<file path="config.mk">
export PLATFORM = sky130hd
export DESIGN_NAME = n_bit_serial_subtractor
export DESIGN_NICKNAME = d
export VERILOG_FILES = /design/src/rtl/n_bit_serial_subtractor_pkg.sv /design/src/rtl/n_bit_serial_subtractor_full_subtractor.sv /design/src/rtl/n_bit_serial_subtractor.sv
export SDC_FILE = /design/constraint.sdc
export NUM_CORES = 1
export LEC_CHECK = 0
export ABC_CLOCK_PERIOD_IN_PS = 4300
export CAP_MARGIN = 20
export CORE_MARGIN = 2
export CORE_UTILIZATION = 40
export CTS_BUF_LIST = sky130_fd_sc_hd__clkbuf_16
export DETAILED_ROUTE_END_ITERATION = 16
export PLACE_DENSITY = 0.65
export SETUP_SLACK_MARGIN = 0.3
export SYNTH_ARGS = -nofsm -noshare
export SYNTH_HDL_FRONTEND = slang
export SYNTH_SLANG_ARGS = --single-unit
</file>
<file path="constraint.sdc">
create_clock -name clk -period 4.3 [get_ports clk]
set_clock_uncertainty 0.1 [all_clocks]
set_input_delay 1.075 -clock clk [delete_from_list [all_inputs] [get_ports clk]]
set_output_delay 1.075 -clock clk [all_outputs]
set_load 0.02 [all_outputs]
</file>
<file path="src/rtl/n_bit_serial_subtractor_pkg.sv">
// Shared definitions for the bit-serial subtractor: FSM state encoding and default width.
package sub_pkg;

  typedef enum logic [1:0] {
    IDLE  = 2'd0,
    SHIFT = 2'd1,
    DONE  = 2'd2
  } state_e;

  localparam int unsigned SUB_DEFAULT_WIDTH = 32;

endpackage : sub_pkg

</file>
<file path="src/rtl/n_bit_serial_subtractor_full_subtractor.sv">
// Single-bit full subtractor cell: d = x - y - b_in with borrow out.
module full_subtractor (
  input  logic x,
  input  logic y,
  input  logic b_in,
  output logic d,
  output logic b_out
);

  assign d     = x ^ y ^ b_in;
  assign b_out = (~x & y) | (~(x ^ y) & b_in);

endmodule : full_subtractor

</file>
<file path="src/rtl/n_bit_serial_subtractor.sv">
// Bit-serial N-bit subtractor, one bit per clock, LSB first.
// Optional signed-overflow output enabled by defining SUB_OVERFLOW_EN.
module n_bit_serial_subtractor
  import sub_pkg::*;
#(
  parameter int unsigned N = SUB_DEFAULT_WIDTH
) (
  input  logic         clk,
  input  logic         rst,
  input  logic         start,
  input  logic [N-1:0] a,
  input  logic [N-1:0] b,
  output logic         busy,
  output logic         done,
  output logic [N-1:0] diff,
  output logic         borrow_out
`ifdef SUB_OVERFLOW_EN
  ,
  output logic         ovf
`endif
);

  localparam int unsigned CW = $clog2(N);
  localparam logic [CW-1:0] LAST_BIT = CW'(N - 1);

  state_e          state_q, state_d;
  logic [CW-1:0]   cnt_q, cnt_d;
  // a_q doubles as the result register: difference bits enter at the MSB
  // while minuend bits leave at the LSB, so after N shifts it holds a - b.
  logic [N-1:0]    a_q, a_d;
  logic [N-1:0]    b_q, b_d;
  logic            bor_q, bor_d;
  logic [N-1:0]    diff_q, diff_d;
  logic            borrow_out_q, borrow_out_d;
  logic            busy_q, done_q;
  logic            d_s, bout_s;

`ifdef SUB_OVERFLOW_EN
  logic            a_msb_q, a_msb_d;
  logic            b_msb_q, b_msb_d;
  logic            ovf_q, ovf_d;
`endif

  full_subtractor u_cell (
    .x     (a_q[0]),
    .y     (b_q[0]),
    .b_in  (bor_q),
    .d     (d_s),
    .b_out (bout_s)
  );

  // Next-state and datapath update logic.
  always_comb begin
    state_d      = state_q;
    cnt_d        = cnt_q;
    a_d          = a_q;
    b_d          = b_q;
    bor_d        = bor_q;
    diff_d       = diff_q;
    borrow_out_d = borrow_out_q;
`ifdef SUB_OVERFLOW_EN
    a_msb_d      = a_msb_q;
    b_msb_d      = b_msb_q;
    ovf_d        = ovf_q;
`endif
    case (state_q)
      IDLE, DONE: begin
        if (start) begin
          state_d = SHIFT;
          cnt_d   = {CW{1'b0}};
          a_d     = a;
          b_d     = b;
          bor_d   = 1'b0;
`ifdef SUB_OVERFLOW_EN
          a_msb_d = a[N-1];
          b_msb_d = b[N-1];
`endif
        end else begin
          state_d = IDLE;
        end
      end
      SHIFT: begin
        a_d   = {d_s, a_q[N-1:1]};
        b_d   = {1'b0, b_q[N-1:1]};
        bor_d = bout_s;
        if (cnt_q == LAST_BIT) begin
          state_d      = DONE;
          cnt_d        = {CW{1'b0}};
          diff_d       = {d_s, a_q[N-1:1]};
          borrow_out_d = bout_s;
`ifdef SUB_OVERFLOW_EN
          ovf_d        = (a_msb_q ^ b_msb_q) & (a_msb_q ^ d_s);
`endif
        end else begin
          cnt_d = cnt_q + CW'(1);
        end
      end
      default: begin
        state_d = IDLE;
        cnt_d   = {CW{1'b0}};
      end
    endcase
  end

  // State, datapath and registered status outputs.
  always_ff @(posedge clk or posedge rst) begin
    if (rst) begin
      state_q      <= IDLE;
      cnt_q        <= {CW{1'b0}};
      a_q          <= {N{1'b0}};
      b_q          <= {N{1'b0}};
      bor_q        <= 1'b0;
      diff_q       <= {N{1'b0}};
      borrow_out_q <= 1'b0;
      busy_q       <= 1'b0;
      done_q       <= 1'b0;
`ifdef SUB_OVERFLOW_EN
      a_msb_q      <= 1'b0;
      b_msb_q      <= 1'b0;
      ovf_q        <= 1'b0;
`endif
    end else begin
      state_q      <= state_d;
      cnt_q        <= cnt_d;
      a_q          <= a_d;
      b_q          <= b_d;
      bor_q        <= bor_d;
      diff_q       <= diff_d;
      borrow_out_q <= borrow_out_d;
      busy_q       <= (state_d == SHIFT);
      done_q       <= (state_d == DONE);
`ifdef SUB_OVERFLOW_EN
      a_msb_q      <= a_msb_d;
      b_msb_q      <= b_msb_d;
      ovf_q        <= ovf_d;
`endif
    end
  end

  assign busy       = busy_q;
  assign done       = done_q;
  assign diff       = diff_q;
  assign borrow_out = borrow_out_q;
`ifdef SUB_OVERFLOW_EN
  assign ovf        = ovf_q;
`endif

endmodule : n_bit_serial_subtractor

</file>
-- After elaboration in Yosys (flattened, before gate mapping)
Index checks and enable logic that the tools add are counted.
- flip-flop bits (word level): 107
- logic and storage cells: 40
- add/subtract/negate cells: 1
- equal/unequal tests: 6
- mux-type cells: 12
- bitwise logic cells: 7
- reduce and logical (&&, ||, !) cells: 5
- operators by type and width (cell ; count):
    32-bit one-hot mux with 2 select lines ; 2
    32-bit two-way mux ; 2
    5-bit two-way mux ; 2
    5-bit one-hot mux with 2 select lines ; 1
    5-bit by 1-bit adder with 5-bit output (second input constant) ; 1
    5-bit equality test (second input constant) ; 1
    2-bit by 1-bit equality test with 1-bit output (second input constant) ; 2
    2-bit equality test (second input constant) ; 2
    2-bit one-hot mux with 2 select lines ; 1
    2-bit AND reduction ; 2
    1-bit AND ; 2
    2-bit zero test ; 1
    1-bit two-way mux ; 2
    2-bit two-way mux ; 1
    2-bit != test (second input constant) ; 1
    1-bit NOT ; 2
    1-bit one-hot mux with 2 select lines ; 1
    2-bit nonzero test ; 1
    2-bit OR reduction ; 1
    1-bit XOR ; 2
    1-bit bitwise OR ; 1

-- Logic depth before layout (Yosys ltp)
- depth in word-level cells: 5
- gate-level depth with buffers: 9
- mapped depth without buffers: 6

-- Modules after synthesis
Synthesis repeated with hierarchy kept, for this count alone.
- cell total of the unflattened synthesis: 462
- area, all modules: 4654.5 µm²
- modules (own cells, without submodules) (module ; times used ; cells an instance ; area an instance (µm²)):
    n_bit_serial_subtractor ; 1 ; 458 ; 4623.2
    full_subtractor ; 1 ; 4 ; 31.3

-- Worst setup path before layout
Ideal clock, no wire load.
- path type: register to register
- start point: register cnt_q[0]
- end point: register diff_q[0] (netlist: diff[0])
- setup time: 0.125 ns
- arrival time: 1.786 ns
- required time: 4.075 ns
- setup slack: 2.289 ns
- cell stages (with the launch flop): 9
- path buffers: 3
- path through: dfrtp_1 ha_1 and3_1 ha_1 buf_2 nand3b_1 buf_4 buf_6 mux2_4
- word-level cells in the longest chain between the ends: 2
- RTL lines (what ; line ; source):
    start, declared ; n_bit_serial_subtractor.sv:27 ; logic [CW-1:0] cnt_q, cnt_d;
    start signal, assigned ; n_bit_serial_subtractor.sv:109 ; cnt_q <= {CW{1'b0}};
    start signal, assigned ; n_bit_serial_subtractor.sv:124 ; cnt_q <= cnt_d;
    5-bit equality test ; n_bit_serial_subtractor.sv:86 ; if (cnt_q == LAST_BIT) begin
    2-bit AND reduction (no line) ; - ;
    end signal, assigned ; n_bit_serial_subtractor.sv:113 ; diff_q <= {N{1'b0}};
    end signal, assigned ; n_bit_serial_subtractor.sv:128 ; diff_q <= diff_d;
    end, declared ; n_bit_serial_subtractor.sv:33 ; logic [N-1:0] diff_q, diff_d;
No other way between the ends.
A chain may end at the register's enable or synchronous reset.

-- Worst setup path in the final report
- start point: input start
- end point: register a_q[28]
- word-level cells in the longest chain between the ends: 2
- RTL lines (what ; line ; source):
    start, declared ; n_bit_serial_subtractor.sv:10 ; input logic start,
    2-bit != test (no line) ; - ;
    2-bit AND reduction (no line) ; - ;
    end signal, assigned ; n_bit_serial_subtractor.sv:110 ; a_q <= {N{1'b0}};
    end, declared ; n_bit_serial_subtractor.sv:30 ; logic [N-1:0] a_q, a_d;
No other way between the ends.

==> flow_summary.yaml <==
synth:
  yosys-top-cells-area: "dfrtp_1, nand2_1, a31oi_1"
  ys_ff_latch: 107
  syn-mean-instance-area_um2: 10.13
  synth.cell_area_um2: 4688
  syn-num-nets: 533
  ys_seq_area_frac: 0.5711
  synth.distinct_cells: 27
  ys_warn_count: 0
  netlist.area_leader.share: 0.5711
  yosys.area.top_type: "dfrtp_1"
  syn_inst: 463
sta:
  max_freq_mhz: 367.4
  setup_ws_ns: 1.578
  period_needed_ns: 2.722
  fin_crit_sh: 0.6330
  worst_slew_pin_slew_ns: 0.8329
  setup_viol: 0
  fin_tns_setup_ns: 0
  hold_viol: 0
  slew_viol_final: 0
  rsz0062_at_grt: "false"
  maxSlewHeadroom: 0.4447
clock_network:
  cts-hold-fix-buffers: 0
  ctsResizeCount: 0
  root_buffer: "clkbuf_16"
  clock-sinks: 107
  clk_path_buf_depth: 2
  post_cts_buffers: 0
  htree_levels: 3
  clk_pin_slew_ns: 0.07
  clk_latency_ns: 0.35
  cts_buffers: 9
  cts_tree: "done"
route:
  drtPass1Iterations: 4
  via_per_inst: 5.099
  antenna_left: 0
  wire_per_inst_um: 14.21
  drc: 0
  wl_um: 9859
  vias: 3539
  drt_iter0_markers: 232
worst_hold_path:
  min_from: "borrow_out"
  worstHoldPathType: "flop to flop"
final_layout:
  finalNonFillerCells: 694
  final_cell_mix: "nand2_1, dfrtp_1, clkdlybuf4s50_1, nor2_1, a31oi_1"
  utilization: 0.5273
  final_net_count: 616
  fin_area_um2: 6021
  nFillCells: 1035
  regArea_um2: 2678
  antennaDiodeCount: 0
  drive_above_1_share: 0.1034
  multi_input_comb_area_um2: 1795
  layout.cells.most_common: "nand2_1"
  synthToLayoutAreaGrowth_pct: 28.42
place:
  dpl_worst_slack_ns: 1.211
  placed_cells: 678
  placed_area_um2: 5751
  io_buffers: 101
  dp_hpwl_um: 6607
  gp_congestion: 0.7662
power:
  p_seq_frac: 0.495
  intPower_mw: 2.088
  ir_worst_vdd_uv: 199.0
  swShare: 0.3251
  p_clk_frac: 0.245
  switchingPower_mw: 1.006
  power.density_nw_per_um2: 513.8
  p_leak_nw: 2.604
  power_frac_comb: 0.260
global_routing:
  antenna_found_initial: 0
  grt_pass1_wl_um: 16660
  grt_use_total: 0.1632
  grt_pass1_vias: 3350
  grt_max_degree: 73
  grt_overflow: 0
floorplanning:
  die_h_um: 112.3
  core_area_um2: 11420
  dieArea_um2: 12600
  die_w_um: 112.3
  ios: 102
  placementRows: 39
  initial_core_util: 0.4106
worst_setup_path:
  r2r_slack_ns: 1.90
  reg2reg_from: "cnt_q[0]"
  worstRegToRegCells: 6
  cpPeakStageDelay_ns: 0.64
  crit_buf_inv: 2
  cpMaxStageDelayCell: "nand2b_2"
  crit_path_end: "a_q[28]"
  r2r-end: "diff[10]"
  crit_path_start: "start"
  end_kind: "flop"
  crit_type: "input pin to flop"
  cp-start-kind: "input pin"
  cp_max_fo: 44
  crit_chain: "clkdlybuf4s50_1 > nand2b_2 > buf_4 > nand2_1 > a31oi_1"
  crit_cells: 5
  worstPathRequired_ns: 4.46
  cp_data_arrival_time_ns: 2.89
  critPathTopFamily: "buffers and inverters"
status:
  status: "completed"
run:
  cap_violations: 0
## cell type report
type / count / area share
clock inverters: 7 / 0.007481
clock buffers: 9 / 0.03741
well taps: 143 / 0.02972
inverters: 6 / 0.004156
flip-flops and latches: 107 / 0.4447
repair buffers: 106 / 0.1783
multi-input cells: 316 / 0.2982
## power by group through the flow
stage          sequential, mW  combinational, mW  clock (mW)
6_report                 1.53              0.804       0.757
5_1_grt                  1.58              0.941       0.815
4_1_cts                  1.53              0.817       0.776
3_5_place_dp             1.55              0.817           0
3_3_place_gp             1.54              0.783           0
2_1_floorplan            1.50              0.630           0
## per-stage QoR
| step | total power, mW | hold WS, ns |
|---|---|---|
| after global routing | 3.332 | 0.4242 |
| final | 3.093 | 0.3857 |
| after floorplan | 2.126 | 0.3641 |
| after global placement | 2.320 | 0.3716 |
| after detailed placement | 2.365 | 0.3748 |
| after CTS | 3.126 | 0.3932 |
## per-layer routing
metal	global-route usage	wire, µm	part of all wire
met1	0.2400	4695	0.48
met2	0.2414	4469	0.45
met3	0.03672	544	0.055
met4	0.05366	150	0.015
met5	0	0	0
## sequential cells by signal (all words and copies together), names as in the netlist
name	flops
diff	32
a_q	32
state_q	2
busy	1
b_q	32
cnt_q	5
bor_q	1
done	1
borrow_out	1
## worst min path at each step
stage                            end  slack (ns)  depth (start not counted)
after floorplan             cnt_q[3]        0.36                          1
after global placement    borrow_out        0.37                          2
after detailed placement  borrow_out        0.37                          2
after CTS                 borrow_out        0.39                          2
after global routing         diff[9]        0.42                          1
final                     borrow_out        0.39                          2
## cells by family after synthesis
family	synth area share
compound gates	0.1009
fa+ha+maj	0.009607
buf+inv	0.04964
flops	0.5711
mux	0.09768
simple gates	0.1711
## worst register-to-register path: cells and delay by family, from the launching register on
kind          cells  cell delay, ns
fa+ha+maj         2            0.51
buf+inv           1            0.51
flops             1            0.42
mux               1            0.41
simple gates      2            0.34
## synth_stat cells, drive strengths merged
cell type  count
a22o           1
a21oi          1
mux2          32
inv            6
ha             2
a21o           2
buf           27
nand3          2
nor2          64
clkbuf         7
o32ai          1
nand2b         3
nor2b          2
a31o           1
nor4           1
fa             1
nand3b         1
a31oi         63
o31ai          1
and3           1
o21ai          5
nand2        131
dfrtp        107
nor4b          1
Power figures use the tool's default switching activity.
